### src/rtl/rbank_arb.sv
// Round-robin arbiter that shares a single-port register bank between NREQ requesters.
// Sequences write (WR) and two-cycle read (RDA/RDB) timing and returns read data to the winner.
module rbank_arb #(
    parameter int NREQ = 4,
    parameter int DW   = 64,
    parameter int SW   = 5
) (
    input  logic                 clk,
    input  logic                 reset,
    input  logic                 arb_hold,
    input  logic [NREQ-1:0]      req_valid,
    input  logic [NREQ-1:0]      req_we,
    input  logic [NREQ*SW-1:0]   req_sel,
    input  logic [NREQ*DW-1:0]   req_wdata,
    output logic [NREQ-1:0]      req_ready,
    output logic [NREQ-1:0]      rsp_valid,
    output logic [DW-1:0]        rsp_data,
    output logic                 bank_we,
    output logic [SW-1:0]        bank_sel,
    output logic [DW-1:0]        bank_in,
    input  logic [DW-1:0]        bank_out
);

    localparam int LW = (NREQ > 1) ? $clog2(NREQ) : 1;

    typedef enum logic [1:0] {
        IDLE,
        WR,
        RDA,
        RDB
    } state_t;

    state_t            r_state;
    state_t            w_state_nxt;
    logic [LW-1:0]     r_last;
    logic [LW-1:0]     r_owner;
    logic [SW-1:0]     r_bank_sel;
    logic [DW-1:0]     r_bank_in;

    logic [LW-1:0]     w_cand;
    logic [LW-1:0]     w_gidx;
    logic              w_found;
    logic              w_window;
    logic              w_accept;
    logic              w_acc_we;
    logic [SW-1:0]     w_sel;
    logic [DW-1:0]     w_wdata;

    // Search starts one past the last winner so the previous owner has lowest priority.
    always_comb begin
        // NOTE: every variable gets a default before any branch, so no latch can be inferred.
        w_found = 1'b0;
        w_gidx  = '0;
        w_cand  = '0;
        for (int k = 1; k <= NREQ; k++) begin
            w_cand = LW'((int'(r_last) + k) % NREQ);
            if (!w_found && req_valid[w_cand]) begin
                w_found = 1'b1;
                w_gidx  = w_cand;
            end
        end
    end

    // Reset gates ready combinationally so nothing is granted while it is held low.
    assign w_window  = reset && (r_state != RDA) && !arb_hold;
    assign w_accept  = w_found && w_window;
    assign w_acc_we  = req_we[w_gidx];
    assign w_sel     = req_sel[int'(w_gidx)*SW +: SW];
    assign w_wdata   = req_wdata[int'(w_gidx)*DW +: DW];
    assign req_ready = w_accept ? (NREQ'(1) << w_gidx) : '0;

    always_comb begin
        w_state_nxt = IDLE;
        if (w_accept) begin
            w_state_nxt = w_acc_we ? WR : RDA;
        end else if (r_state == RDA) begin
            w_state_nxt = RDB;
        end
    end

    always_ff @(posedge clk or negedge reset) begin
        if (!reset) begin
            r_state    <= IDLE;
            r_last     <= LW'(NREQ - 1);
            r_owner    <= '0;
            r_bank_sel <= '0;
            r_bank_in  <= '0;
        end else begin
            // NOTE: non-blocking assignments keep every register sampling pre-edge values.
            r_state <= w_state_nxt;
            if (w_accept) begin
                r_last     <= w_gidx;
                r_owner    <= w_gidx;
                r_bank_sel <= w_sel;
                if (w_acc_we) begin
                    r_bank_in <= w_wdata;
                end
            end
        end
    end

    // bank_sel stays put through RDB and idle cycles; read data is passed straight through in RDB.
    assign bank_we   = (r_state == WR);
    assign bank_sel  = r_bank_sel;
    assign bank_in   = r_bank_in;
    assign rsp_valid = (r_state == RDB) ? (NREQ'(1) << r_owner) : '0;
    assign rsp_data  = (r_state == RDB) ? bank_out : '0;

endmodule

### config.mk
export PLATFORM = sky130hd
export DESIGN_NAME = rbank_arb
export DESIGN_NICKNAME = d
export VERILOG_FILES = /design/src/rtl/rbank_arb.sv
export SDC_FILE = /design/constraint.sdc
export NUM_CORES = 1
export LEC_CHECK = 0
export ABC_AREA = 1
export CORE_AREA = 2 2 189 191
export DETAILED_ROUTE_END_ITERATION = 8
export DIE_AREA = 0 0 191 193
export HOLD_SLACK_MARGIN = 0.1
export PLACE_DENSITY = 0.64
export SLEW_MARGIN = 25
export SYNTH_ARGS = -nofsm -noshare
export SYNTH_HDL_FRONTEND = slang
export SYNTH_SLANG_ARGS = --single-unit
### constraint.sdc
create_clock -name clk -period 3.63 [get_ports clk]
set_clock_uncertainty 0.2 [all_clocks]
set_input_delay 1.089 -clock clk [delete_from_list [all_inputs] [get_ports clk]]
set_output_delay 1.089 -clock clk [all_outputs]
set_load 0.05 [all_outputs]
Yosys cells after proc, flatten, opt, wreduce, memory -nomap -nowiden
Index checks and enable logic that the tools add are counted.
{"block": "classes", "bitwise_logic": 0, "div_mod_pow": 0, "shift": 4, "n_mul": 1, "n_addsub": 4, "muxes": 24, "n_eq_ne": 4, "magnitude_cmp": 5, "n_reduce_logical": 11}
{"cell": "indexed part select 256 x 9 -> 64 bit", "count": 1}
{"cell": "two-way mux 64 bit", "count": 1}
{"cell": "indexed part select 20 x 6 -> 5 bit", "count": 1}
{"cell": "< comparator 2 x 3 -> 1 bit (second input constant)", "count": 5}
{"cell": "two-way mux 2 bit", "count": 7}
{"cell": "binary-select mux 1 bit (select 2 bit)", "count": 5}
{"cell": "two-way mux 1 bit", "count": 9}
{"cell": "two-way mux 4 bit", "count": 2}
{"cell": "<< shifter 1 x 2 -> 4 bit (first input constant)", "count": 2}
{"cell": "logical AND 1 bit", "count": 6}
{"cell": "multiplier 2 x 3 -> 5 bit (second input constant)", "count": 1}
{"cell": "adder 2 x 1 -> 2 bit (second input constant)", "count": 2}
{"cell": "adder 2 bit (second input constant)", "count": 2}
{"cell": "== test 2 bit (second input constant)", "count": 2}
{"cell": "logical NOT 1 bit", "count": 4}
{"cell": "== test 2 x 1 -> 1 bit (second input constant)", "count": 1}
{"cell": "inequality test 2 bit (second input constant)", "count": 1}
{"cell": "AND reduction 2 bit", "count": 1}
{"block": "totals", "ramBits": 0, "out_inout_bits": 142, "latchBits": 0, "rom_bits": 0, "ff_bits": 75, "mem_count": 0, "wordCells": 58, "inputBits": 351}

Logic depth before layout (Yosys ltp)
{"block": "logic_depth", "depth_word": 17, "ltp_mapped": 18}

Worst setup path before layout
OpenSTA, ideal clock, no wires.
{"block": "synth_timing", "path_kind": "input to output", "from": "in req_valid[3]", "to": "out req_ready[0]", "n_path_buf": 2, "arrival_time_ps": 2780, "setup_slack_ps": -439, "stages": 11, "cell_sequence": "nand2_1 -> nand2_1 -> nand2_1 -> nand2_1 -> nor2_4 -> nand3_4 -> nand3_4 -> buf_4 -> buf_2 -> nand2_1 -> nor2_1"}
{"block": "synth_between", "elab_chain_cells": 14, "word_cells_on_any_way": 25}
{"element": "start, declared", "line": "11", "rtl": "input logic [NREQ-1:0] req_valid,"}
{"element": "binary-select mux 1 bit (select 2 bit)", "line": "57", "rtl": "if (!w_found && req_valid[w_cand]) begin"}
{"element": "two-way mux 1 bit (implied by the code)", "line": "57"}
{"element": "two-way mux 1 bit", "line": "57"}
{"element": "logical NOT 1 bit", "line": "57"}
{"element": "logical AND 1 bit", "line": "57"}
{"element": "two-way mux 1 bit", "line": "57"}
{"element": "logical NOT 1 bit", "line": "57"}
{"element": "logical AND 1 bit", "line": "57"}
{"element": "two-way mux 1 bit", "line": "57"}
{"element": "logical NOT 1 bit", "line": "57"}
{"element": "logical AND 1 bit", "line": "57"}
{"element": "two-way mux 2 bit / two-way mux 1 bit (equally long branches)", "line": "57"}
{"element": "<< shifter 1 x 2 -> 4 bit / logical AND 1 bit (equally long branches)", "line": "70, 66"}
{"element": "two-way mux 4 bit *", "line": "70", "rtl": "assign req_ready = w_accept ? (NREQ'(1) << w_gidx) : '0;"}
{"element": "end, declared", "line": "15", "rtl": "output logic [NREQ-1:0] req_ready,"}
Mark *: on every way between the ends. The rest lies on a longest branch, timed or not. The select of a mux whose other input is x is not followed.

Final worst setup path
{"block": "layout_timing", "from": "in req_valid[2]", "to": "out req_ready[2]"}
Same word-level chain as after synthesis.

==> impl_metrics.csv <==
group,metric,value,unit
yosys,yosysTopAreaCell,"dfrtp_1",
clock_network,clkSlewWorstSetupHoldPaths,0.07,ns
yosys,synth-seq-area-share,0.251,
sta,period_share,0.980,
layout,design_area,0.0140,sq mm
layout,final_layout_size_suffix_gt1_frac,0.101,
layout,nets,2133,
routing,wl_per_cell,16.4,um
clock_network,cts-buffers-inserted,9,
critical_path,worstReg2RegStart,"r_last[0]",
min_path,hp-start,"bank_in[16]",
yosys,synthMuxAreaShare,0,
floorplanning,fp-row-count,69,
global_route,grt_first_pass_wirelength,55800,um
floorplanning,initial_utilization,0.214,
floorplanning,core,0.0350,sq mm
clock_network,h-tree-depth,3,
floorplanning,num_io_pins,493,
global_route,grt_pass1_vias,10200,
global_route,grt_max_degree,73,
placed_design,postPlaceCellArea,0.0135,sq mm
sta,setup_viol,0,
routing,dr.first_iter.drc_count,408,
clock_network,postCtsHoldBufs,0,
yosys,synth.area.top_cells,"dfrtp_1 24%, nand2_1 19%, inv_1 16%",
pwr,p_leak,7.36,nW
critical_path,r2r_cells,17,
layout,area_delta_synth_final,86.7,%
critical_path,worstPathArrival,2.27,ns
yosys,synthAdderAreaFrac,0,
floorplanning,dieArea,0.0369,sq mm
clock_network,clk_latency,0.34,ns
yosys,synthSimpleGateAreaFrac,0.496,
layout,final_cell_mix,"418 x clkdlybuf4s50_1, 361 x nand2_1, 326 x inv_1",
sta,worst_pin_slew,0.901,ns
placed_design,dpl.hpwl,28000,um
sta,post-route-min-period,3.56,ns
yosys,synthXorXnorAreaFrac,0,
min_path,min_to,"bank_in[16]",
critical_path,ff2ff_setup_slack,0.22,ns
yosys,avgSynthCellArea,5.61,sq um
global_route,antenna_found_initial,3,
clock_network,clockBufferDepth,2,
job,cap_violations,0,
yosys,ys_ff_latch,75,
clock_network,cts_tree,"built",
floorplanning,die_h,193,um
routing,drtPass1Iterations,5,
min_path,hold_class,"reg -> reg",
sta,drv_slew,0,
global_route,globalRouteOverflowTotal,0,
routing,ant_nets,0,
critical_path,worstSetupPathType,"in -> out",
yosys,synth_top_family_by_area,"simple AND/OR/NAND/NOR gates",
pwr,power_density,994,mW/mm^2
critical_path,crit_path_end_kind,"output pin",
layout,final_common_cell,"clkdlybuf4s50_1",
critical_path,required,2.34,ns
placed_design,numPortBuffers,492,
placed_design,place_congestion,0.929,
routing,viasPerCell,4.53,
yosys,synth_compound_area_frac,0.0152,
pwr,ir_drop,0.834,mV
sta,hold_violations,0,
clock_network,clock_sinks,75,
yosys,yosysTopAreaCellShare,0.244,
sta,tns,0,ns
global_route,grtUsageTotal,0.194,
yosys,synth_cells,1334,
yosys,syn_area,0.00748,sq mm
routing,drcViolationCount,0,
yosys,yosysUniqueCellTypes,27,
clock_network,cts_root_buffer,"clkbuf_16",
floorplanning,die_w,191,um
critical_path,cp_max_fo,3,
min_path,holdPathStages,2,
outcome,outcome,"finished, final reports clean",
critical_path,timing.rr.end,"bank_in[31]",
pwr,total_power,13.9,mW
routing,wl,36900,um
sta,max_slew_margin,0.400,
sta,max_freq,281,MHz
yosys,synth_nets,1685,
routing,via_count,10200,
yosys,yosysWarningCount,0,
critical_path,crit_path_start_kind,"primary input",
-- how the worst max path moves through the flow --
stage,startpoint,endpoint,cells past startpoint
floorplan,req_valid[0],req_ready[3],10
global placement,req_valid[0],req_ready[1],13
detailed placement,req_valid[1],bank_in[38],16
CTS,req_valid[1],req_ready[1],12
global route,req_valid[2],req_ready[3],12
finish,req_valid[2],req_ready[2],11
-- what timing repair did --
action	CTS	global route
endpoints found under the setup margin	69	5
gates resized for setup	31	11
pin swaps	14	12
setup buffers	8	3
-- Yosys cell counts --
master,count
buf_4,20
dfstp_2,2
inv_4,1
nor2_4,2
a21oi_1,2
dfrtp_1,73
nor2_1,72
nand2_1,379
clkbuf_1,18
inv_1,326
clkinv_1,1
inv_2,5
nand3_4,2
o21ai_0,3
nand2_2,5
nand2_4,1
o211ai_1,9
buf_2,52
o21ai_1,1
nand4_1,130
buf_1,10
nand3_2,1
a21oi_4,1
or2_1,8
buf_6,1
nand3_1,205
nor3_1,4
-- sequential cells by signal, indices dropped and copies added, names as in the netlist --
register,count
bank_in,64
bank_sel,5
r_last,2
r_owner,2
r_state,2
-- metrics by stage --
step | instances | utilization | hold slack [ns] | setup slack [ns]
after detailed placement | 2221 | 0.386 | 0.265 | -0.485
after floorplan | 1334 | - | 0.303 | -0.0800
final | 2251 | 0.400 | 0.279 | 0.0723
after global placement | 2221 | 0.386 | 0.262 | -0.415
after CTS | 2244 | 0.398 | 0.283 | 0.000181
after global routing | 2250 | 0.400 | 0.293 | -0.0187
-- metal layers --
| layer | up-vias | part of all wire | track usage |
|---|---|---|---|
| met3 | 65 | 0.069 | 0.0398 |
| met5 | - | 0 | 0 |
| met1 | 4735 | 0.38 | 0.212 |
| met2 | 414 | 0.52 | 0.362 |
| met4 | 0 | 0.035 | 0.0850 |
| li1 | 4979 | - | - |
-- where the power goes --
part           internal [mW]  switching (mW)  total [mW]  leakage [nW]
Combinational           3.87            7.61        11.5          6.26
Sequential              1.21           0.240        1.45         0.954
Clock                  0.552           0.399       0.951         0.145
Total                   5.63            8.25        13.9          7.36
-- worst max-delay path, stage by stage --
cell,delay [ns]
clkbuf_2,0.10
nand2_1,0.07
nand2_2,0.09
nand2_4,0.10
nand2_4,0.07
nor2_4,0.16
nand3_4,0.12
nand3_4,0.12
nand2_4,0.08
nor2_4,0.12
buf_12,0.14
-- cells by family after synthesis --
logic type / count (synthesis)
compound gates: 16
buf+inv: 434
flops: 75
simple gates: 809
-- cell type report --
class | instances | area [sq um]
timing repair buffer | 538 | 5980
fill | 3655 | 21000
sequential | 75 | 1880
inverter | 333 | 1260
clock inverter | 5 | 60.1
tap | 461 | 577
antenna | 4 | 10.0
multi-input combinational | 825 | 3970
clock buffer | 10 | 239
Note: power is estimated with default switching activity, not from simulation.
